File: src/rtl/mb_header_enc_p_if.sv
// Macroblock header encoder bus: MB parameters in, one codeword per handshake out.
interface mb_header_enc_p_if #(
    parameter int MVD_W  = 12,
    parameter int CODE_W = 32,
    parameter int LEN_W  = 6
);
    logic                    start;
    logic                    slice_p;
    logic                    first_mb;
    logic                    last_mb;
    logic [1:0]              mb_type;
    logic [5:0]              cbp;
    logic [1:0]              chroma_mode;
    logic [1:0]              i16_mode;
    logic [63:0]             i4_bm;
    logic [63:0]             i4_pm;
    logic signed [MVD_W-1:0] mvd_x;
    logic signed [MVD_W-1:0] mvd_y;
    logic [5:0]              qp;
    logic [5:0]              slice_qp;
    logic [CODE_W-1:0]       code;
    logic [LEN_W-1:0]        code_len;
    logic                    code_valid;
    logic                    code_ready;
    logic                    busy;
    logic                    done;

    modport master (
        output start, slice_p, first_mb, last_mb, mb_type, cbp,
        output chroma_mode, i16_mode, i4_bm, i4_pm, mvd_x, mvd_y,
        output qp, slice_qp, code_ready,
        input  code, code_len, code_valid, busy, done
    );

    modport slave (
        input  start, slice_p, first_mb, last_mb, mb_type, cbp,
        input  chroma_mode, i16_mode, i4_bm, i4_pm, mvd_x, mvd_y,
        input  qp, slice_qp, code_ready,
        output code, code_len, code_valid, busy, done
    );
endinterface

File: src/rtl/mb_header_enc_p.sv
// H.264 macroblock header syntax encoder for I/P slices.
// Emits one Exp-Golomb (or fixed) codeword per element over a valid/ready bus.
module mb_header_enc_p #(
    parameter int MVD_W  = 12,
    parameter int CODE_W = 32,
    parameter int LEN_W  = 6
) (
    input logic              clk,
    input logic              rst_n,
    mb_header_enc_p_if.slave bus
);
    typedef enum logic [3:0] {
        IDLE, SKIPRUN, MBTYPE, PRED, CHROMA,
        MVDX, MVDY, CBP, DQP, FIN
    } state_t;

    localparam logic [1:0] T_I4 = 2'd0, T_I16 = 2'd1, T_P16 = 2'd2, T_SKIP = 2'd3;
    localparam int EW = CODE_W + LEN_W;

    // coded_block_pattern -> codeNum, indexed by cbp
    localparam logic [5:0] INTRA_CN [48] = '{
        3, 29, 30, 17, 31, 18, 37, 8, 32, 38, 19, 9, 20, 10, 11, 2,
        16, 33, 34, 21, 35, 22, 39, 4, 36, 40, 23, 5, 24, 6, 7, 1,
        41, 42, 43, 25, 44, 26, 46, 12, 45, 47, 27, 13, 28, 14, 15, 0};
    localparam logic [5:0] INTER_CN [48] = '{
        0, 2, 3, 7, 4, 8, 17, 13, 5, 18, 9, 14, 10, 15, 16, 11,
        1, 32, 33, 36, 34, 37, 44, 40, 35, 45, 38, 41, 39, 42, 43, 19,
        6, 24, 25, 20, 26, 21, 46, 28, 27, 47, 22, 29, 23, 30, 31, 12};

    state_t             r_state, w_next;
    logic               r_slice_p, r_last;
    logic [1:0]         r_type, r_cm, r_i16;
    logic [5:0]         r_cbp, r_qp, r_prev_qp;
    logic [63:0]        r_bm, r_pm;
    logic [MVD_W-1:0]   r_mvx, r_mvy;
    logic [15:0]        r_skip_run;
    logic [3:0]         r_blk;
    logic [1:0]         w_in_type;
    logic [9:0]         w_ap;
    logic               w_acc;
    logic [7:0]         w_t;
    logic [5:0]         w_cn;
    logic [3:0]         w_bm, w_pm, w_rem;
    logic signed [7:0]  w_delta;
    logic [EW-1:0]      w_elem;

    function automatic logic [1:0] eff_type(input logic sp, input logic [1:0] t);
        return (!sp && t[1]) ? T_I16 : t;
    endfunction

    function automatic logic [9:0] appl(input logic sp, input logic last,
                                        input logic [1:0] t, input logic [5:0] cbp);
        logic [9:0] a;
        a          = '0;
        a[SKIPRUN] = sp && (t != T_SKIP || last);
        a[MBTYPE]  = t != T_SKIP;
        a[PRED]    = t == T_I4;
        a[CHROMA]  = t == T_I4 || t == T_I16;
        a[MVDX]    = t == T_P16;
        a[MVDY]    = t == T_P16;
        a[CBP]     = t == T_I4 || t == T_P16;
        a[DQP]     = t == T_I16 || (t != T_SKIP && cbp != 6'd0);
        a[FIN]     = 1'b1;
        return a;
    endfunction

    // first applicable state after s; FIN always applies
    function automatic state_t nxt(input state_t s, input logic [9:0] ap);
        state_t n;
        n = FIN;
        for (int i = 9; i >= 1; i--)
            if (4'(i) > s && ap[i]) n = state_t'(4'(i));
        return n;
    endfunction

    function automatic logic [EW-1:0] ue(input logic [31:0] k);
        logic [32:0]      c;
        logic [LEN_W-1:0] n;
        c = {1'b0, k} + 33'd1;
        n = '0;
        for (int i = 0; i < 33; i++)
            if (c[i]) n = LEN_W'(2 * i + 1);
        return {CODE_W'(c), n};
    endfunction

    function automatic logic [EW-1:0] se(input logic signed [31:0] v);
        logic [31:0] k;
        k = (v > 0) ? 32'(2 * v - 1) : 32'(-2 * v);
        return ue(k);
    endfunction

    function automatic logic signed [31:0] sx(input logic [MVD_W-1:0] v);
        return {{(32-MVD_W){v[MVD_W-1]}}, v};
    endfunction

    assign w_in_type = eff_type(bus.slice_p, bus.mb_type);
    assign w_ap = (r_state == IDLE)
        ? appl(bus.slice_p, bus.last_mb, w_in_type, bus.cbp)
        : appl(r_slice_p, r_last, r_type, r_cbp);
    assign w_acc = bus.code_valid && bus.code_ready;

    always_ff @(posedge clk or negedge rst_n) begin
        if (!rst_n) r_state <= IDLE;
        else        r_state <= w_next;
    end

    always_comb begin
        w_next = r_state;
        if (r_state == IDLE) begin
            if (bus.start) w_next = nxt(IDLE, w_ap);
        end else if (r_state == FIN) begin
            w_next = IDLE;
        end else if (w_acc && !(r_state == PRED && r_blk != 4'd15)) begin
            w_next = nxt(r_state, w_ap);
        end
    end

    always_comb begin
        w_t = 8'd0;
        if (r_type == T_I16)
            w_t = 8'd1 + {6'd0, r_i16} + {4'd0, r_cbp[5:4], 2'b00}
                + ((r_cbp[3:0] != 4'd0) ? 8'd12 : 8'd0);
        if (r_slice_p && (r_type == T_I4 || r_type == T_I16))
            w_t = w_t + 8'd5;
        w_cn = 6'd0;
        if (r_cbp < 6'd48)
            w_cn = (r_type == T_I4) ? INTRA_CN[r_cbp] : INTER_CN[r_cbp];
        w_bm  = r_bm[63:60];
        w_pm  = r_pm[63:60];
        w_rem = (w_bm > w_pm) ? w_bm - 4'd1 : w_bm;
        // qp difference wrapped into [-26,25]
        w_delta = $signed({2'b00, r_qp}) - $signed({2'b00, r_prev_qp});
        if (w_delta > 8'sd25)       w_delta = w_delta - 8'sd52;
        else if (w_delta < -8'sd26) w_delta = w_delta + 8'sd52;
    end

    always_comb begin
        w_elem = '0;
        unique case (r_state)
            SKIPRUN: w_elem = ue(32'(r_skip_run));
            MBTYPE:  w_elem = ue(32'(w_t));
            PRED:    w_elem = (w_bm == w_pm) ? {CODE_W'(1), LEN_W'(1)}
                                             : {CODE_W'({1'b0, w_rem[2:0]}), LEN_W'(4)};
            CHROMA:  w_elem = ue(32'(r_cm));
            MVDX:    w_elem = se(sx(r_mvx));
            MVDY:    w_elem = se(sx(r_mvy));
            CBP:     w_elem = ue(32'(w_cn));
            DQP:     w_elem = se({{24{w_delta[7]}}, w_delta});
            default: w_elem = '0;
        endcase
    end

    assign bus.code       = w_elem[EW-1:LEN_W];
    assign bus.code_len   = w_elem[LEN_W-1:0];
    assign bus.code_valid = r_state != IDLE && r_state != FIN;
    assign bus.busy       = r_state != IDLE;
    assign bus.done       = r_state == FIN;

    always_ff @(posedge clk or negedge rst_n) begin
        if (!rst_n) begin
            r_slice_p  <= 1'b0;
            r_last     <= 1'b0;
            r_type     <= 2'd0;
            r_cm       <= 2'd0;
            r_i16      <= 2'd0;
            r_cbp      <= 6'd0;
            r_qp       <= 6'd0;
            r_prev_qp  <= 6'd0;
            r_bm       <= '0;
            r_pm       <= '0;
            r_mvx      <= '0;
            r_mvy      <= '0;
            r_skip_run <= 16'd0;
            r_blk      <= 4'd0;
        end else if (r_state == IDLE && bus.start) begin
            r_slice_p <= bus.slice_p;
            r_last    <= bus.last_mb;
            r_type    <= w_in_type;
            r_cm      <= bus.chroma_mode;
            r_i16     <= bus.i16_mode;
            r_cbp     <= bus.cbp;
            r_qp      <= bus.qp;
            r_bm      <= bus.i4_bm;
            r_pm      <= bus.i4_pm;
            r_mvx     <= bus.mvd_x;
            r_mvy     <= bus.mvd_y;
            r_blk     <= 4'd0;
            if (bus.first_mb) begin
                r_prev_qp  <= bus.slice_qp;
                r_skip_run <= (w_in_type == T_SKIP) ? 16'd1 : 16'd0;
            end else if (w_in_type == T_SKIP && r_skip_run != 16'hFFFF) begin
                r_skip_run <= r_skip_run + 16'd1;
            end
        end else if (w_acc) begin
            if (r_state == SKIPRUN) r_skip_run <= 16'd0;
            if (r_state == DQP)     r_prev_qp  <= r_qp;
            if (r_state == PRED) begin
                r_bm  <= r_bm << 4;
                r_pm  <= r_pm << 4;
                r_blk <= r_blk + 4'd1;
            end
        end
    end
endmodule

File: src/flat_wrapper.sv
// flat-port wrapper written by rule: the top's interface ports become plain ports
module mb_header_enc_p_flat 
#(
    parameter int MVD_W  = 12,
    parameter int CODE_W = 32,
    parameter int LEN_W  = 6
)
  (clk, rst_n, bus_start, bus_slice_p, bus_first_mb, bus_last_mb, bus_mb_type, bus_cbp, bus_chroma_mode, bus_i16_mode, bus_i4_bm, bus_i4_pm, bus_mvd_x, bus_mvd_y, bus_qp, bus_slice_qp, bus_code_ready, bus_code, bus_code_len, bus_code_valid, bus_busy, bus_done);
  mb_header_enc_p_if #(.MVD_W(MVD_W), .CODE_W(CODE_W), .LEN_W(LEN_W)) bus_i ();
  input logic clk;
  input logic rst_n;
  input wire logic [$bits(bus_i.start)-1:0] bus_start;
  input wire logic [$bits(bus_i.slice_p)-1:0] bus_slice_p;
  input wire logic [$bits(bus_i.first_mb)-1:0] bus_first_mb;
  input wire logic [$bits(bus_i.last_mb)-1:0] bus_last_mb;
  input wire logic [$bits(bus_i.mb_type)-1:0] bus_mb_type;
  input wire logic [$bits(bus_i.cbp)-1:0] bus_cbp;
  input wire logic [$bits(bus_i.chroma_mode)-1:0] bus_chroma_mode;
  input wire logic [$bits(bus_i.i16_mode)-1:0] bus_i16_mode;
  input wire logic [$bits(bus_i.i4_bm)-1:0] bus_i4_bm;
  input wire logic [$bits(bus_i.i4_pm)-1:0] bus_i4_pm;
  input wire logic [$bits(bus_i.mvd_x)-1:0] bus_mvd_x;
  input wire logic [$bits(bus_i.mvd_y)-1:0] bus_mvd_y;
  input wire logic [$bits(bus_i.qp)-1:0] bus_qp;
  input wire logic [$bits(bus_i.slice_qp)-1:0] bus_slice_qp;
  input wire logic [$bits(bus_i.code_ready)-1:0] bus_code_ready;
  output wire logic [$bits(bus_i.code)-1:0] bus_code;
  output wire logic [$bits(bus_i.code_len)-1:0] bus_code_len;
  output wire logic [$bits(bus_i.code_valid)-1:0] bus_code_valid;
  output wire logic [$bits(bus_i.busy)-1:0] bus_busy;
  output wire logic [$bits(bus_i.done)-1:0] bus_done;
  assign bus_i.start = bus_start;
  assign bus_i.slice_p = bus_slice_p;
  assign bus_i.first_mb = bus_first_mb;
  assign bus_i.last_mb = bus_last_mb;
  assign bus_i.mb_type = bus_mb_type;
  assign bus_i.cbp = bus_cbp;
  assign bus_i.chroma_mode = bus_chroma_mode;
  assign bus_i.i16_mode = bus_i16_mode;
  assign bus_i.i4_bm = bus_i4_bm;
  assign bus_i.i4_pm = bus_i4_pm;
  assign bus_i.mvd_x = bus_mvd_x;
  assign bus_i.mvd_y = bus_mvd_y;
  assign bus_i.qp = bus_qp;
  assign bus_i.slice_qp = bus_slice_qp;
  assign bus_i.code_ready = bus_code_ready;
  assign bus_code = bus_i.code;
  assign bus_code_len = bus_i.code_len;
  assign bus_code_valid = bus_i.code_valid;
  assign bus_busy = bus_i.busy;
  assign bus_done = bus_i.done;
  mb_header_enc_p #(.MVD_W(MVD_W), .CODE_W(CODE_W), .LEN_W(LEN_W)) u_core (.clk(clk), .rst_n(rst_n), .bus(bus_i));
endmodule
File: config.mk
export PLATFORM = sky130hd
export DESIGN_NAME = mb_header_enc_p_flat
export DESIGN_NICKNAME = d
export VERILOG_FILES = /design/src/rtl/mb_header_enc_p_if.sv /design/src/rtl/mb_header_enc_p.sv /design/src/flat_wrapper.sv
export SDC_FILE = /design/constraint.sdc
export NUM_CORES = 1
export LEC_CHECK = 0
export BUFFER_PORTS_ARGS = -buffer_cell sky130_fd_sc_hd__buf_2
export CAP_MARGIN = 20
export CORE_MARGIN = 5
export CORE_UTILIZATION = 49
export DETAILED_ROUTE_END_ITERATION = 10
export PLACE_DENSITY = 0.7
export SLEW_MARGIN = 20
export SYNTH_ARGS = -nofsm -noshare
export SYNTH_HDL_FRONTEND = slang
export SYNTH_SLANG_ARGS = --single-unit
export TNS_END_PERCENT = 10
File: constraint.sdc
create_clock -name clk -period 8.8 [get_ports clk]
set_input_delay 2.64 -clock clk [delete_from_list [all_inputs] [get_ports clk]]
set_output_delay 2.64 -clock clk [all_outputs]
set_load 0.01 [all_outputs]
==> impl_metrics.tcl <==
set metrics [dict create \
    status "complete, no violations" \
    worst_ep_required_time_ns 6.16 \
    synth_top_area_share_pct 32.0 \
    die_h_um 189 \
    ys.flop_type "dfrtp_1" \
    drt_pass1_iterations 6 \
    cts_tree "built" \
    clk_pin_slew_ns 0.06 \
    clock_latency_ns 0.53 \
    synth-edff-count 0 \
    synth.avg_cell_area_um2 7.77 \
    antenna_left 0 \
    wire_per_inst_um 19.5 \
    crit_slowest_cell "ha_2" \
    cts_root_buffer "clkbuf_16" \
    syn2layout_area_growth_pct 14.3 \
    postSynthCellCount 2024 \
    synth_top_area_cell "dfrtp_1" \
    vias 16031 \
    critPathKind "reg -> out" \
    min_path_type "reg -> reg" \
    antenna_found_initial 16 \
    end_kind "output port" \
    post-cts-setup-buffers 0 \
    cts_made_buffers 23 \
    io_pins 224 \
    drtIter0Drc 1425 \
    worst-endpoint-arrival_ns 5.77 \
    netlist_area_um2 15700 \
    row_count 65 \
    fp.coreArea_um2 31600 \
    gp_congestion 0.963 \
    tightestPinTransition_ns 1.11 \
    synthTopCellsByArea "dfrtp_1 32%, nand2_1 12%, a22oi_1 6.0%" \
    drive_gt1_share_pct 15.6 \
    start_util_pct 49.7 \
    synthArstFlopShare_pct 100 \
    clock_tree.htree_level_count 1 \
    grt_max_degree 115 \
    die_x_um 189 \
    fin_nets 2408 \
    fmaxAchievable_mhz 119 \
    yosysSeqAreaShare_pct 32.0 \
    drc_errors 0 \
    finalSetupTns_ns 0 \
    rsz0062_at_grt "false" \
    cts_buffer_depth 3 \
    hold_viol_final 0 \
    yosysWarnings 0 \
    setup_viol 0 \
    worstSetupStartpointType "flop" \
    cap_violations 0 \
    synth_common_cells "483 x nand2_1, 201 x dfrtp_1, 125 x a22oi_1" \
    port_buffers 220 \
    clock_sinks 201 \
    cpPeakStageDelay_ns 0.51 \
    slew_headroom_pct 25.4 \
    cpMostUsedCell "ha_1" \
    yosysMostFrequentCell "nand2_1" \
    viasPerCell 6.20 \
    finalCritPeriodShare_pct 95.6 \
    grt_first_pass_wirelength_mm 80.2 \
    path_max_fanout 9 \
    ys_ff_latch 201 \
    worstPathCellList "ha_1, fa_1, nand2b_2, and2_4, inv_4, ha_1, nor2b_1, o211ai_4, a31o_2, a311oi_4, nand4_1, ha_2, nand3_1, a21o_1, a21oi_1, o221ai_1, a311o_1, buf_2" \
    skew_ns 0.0254 \
    slew_violations 0 \
    synth.distinct_cells 108 \
    cts_resized 0 \
    wirelength_mm 50.3 \
    grtUsageTotal_pct 26.8 \
    dieArea_um2 35800 \
    finalCriticalPeriod_ns 8.41 \
    grt_overflow 0 \
    hpwl_mm 37.2 \
    cts_hold_buf 0 \
    grt_pass1_vias 15201 \
]
==> worst max-delay path, delay by kind of cell (launching register included) <==
kind / cells / cell delay (ns)
AOI/OAI and AO/OA: 7 / 1.92
adders and majority gates: 4 / 1.37
DFF: 1 / 0.38
and+or+nand+nor: 5 / 1.32
buffers and inverters: 2 / 0.24
==> cell families after synthesis <==
kind of cell | count (synthesis) | synth area share (%)
AOI/OAI and AO/OA | 562 | 25.8
xor gates and xnor gates | 88 | 4.99
adders and majority gates | 61 | 4.99
buffers and inverters | 188 | 4.68
DFF | 201 | 32.0
muxes | 18 | 1.41
other | 1 | 0.0238
and+or+nand+nor | 905 | 26.2
==> sequential cells by signal, indices dropped and copies added (netlist names) <==
| name | count |
|---|---|
| u_core.r_blk | 4 |
| u_core.r_mvy | 12 |
| u_core.r_cm | 2 |
| u_core.r_pm | 64 |
| u_core.r_cbp | 6 |
| u_core.r_skip_run | 16 |
| u_core.r_bm | 64 |
| u_core.r_state | 4 |
| u_core.r_qp | 6 |
| u_core.r_prev_qp | 6 |
| u_core.r_i16 | 2 |
| u_core.r_slice_p | 1 |
| u_core.r_type | 2 |
| u_core.r_mvx | 12 |
==> cell usage in the layout (no fill, tap or decap), types with 53 or more instances in the layout <==
master / n
nand2_1: 482
buf_2: 219
dfrtp_1: 201
a22oi_1: 125
nor2_1: 122
o21ai_0: 91
a21oi_1: 77
nand3_1: 60
ha_1: 57
inv_1: 56
xnor2_1: 53
==> worst paths after layout <==
check,startpoint,to,slack [ns],depth (start not counted)
max,u_core.r_prev_qp[0],bus_code_len[3],0.39,18
min,u_core.r_pm[40],u_core.r_pm[40],0.48,2
max reg2reg,u_core.r_state[0],u_core.r_prev_qp[4],5.26,7
min reg2reg,u_core.r_pm[40],u_core.r_pm[40],0.48,2
max in group asynchronous,rst_n,u_core.r_pm[8],5.51,2
min in group asynchronous,rst_n,u_core.r_qp[4],2.09,1
==> through the flow <==
stage	setup WS, ns	hold WS (ns)	utilization (%)	cell area (µm²)	instances
2_1_floorplan	1.61	0.446	-	15700	2026
3_3_place_gp	0.802	0.459	53.8	17000	2541
3_5_place_dp	0.684	0.463	53.8	17000	2541
4_1_cts	0.104	0.478	56.7	17900	2583
5_1_grt	0.0333	0.493	56.9	18000	2584
6_report	0.387	0.476	56.9	18000	2585
==> area by class of cell <==
type | instances | area, µm²
flip-flops and latches | 201 | 5030
fillers | 3010 | 13600
well taps | 402 | 503
diodes | 2 | 5.00
multi-input cells | 1637 | 10100
inverters | 64 | 246
repair buffers | 237 | 1240
clock inverters | 12 | 230
clock buffers | 30 | 672
==> routing by layer <==
metal / routed length (µm) / GRT usage, % / share of wire, % / up-vias
met5: 163 / 0 / 0.32 / -
met4: 1060 / 5.83 / 2.1 / 26
met3: 4810 / 7.95 / 9.6 / 93
met1: 22000 / 37.3 / 44 / 7641
met2: 22300 / 41.6 / 44 / 622
li1: - / - / - / 7649
Power is not shown: default switching activity piles up to over one toggle a cycle in this logic, so the estimate is an artifact.
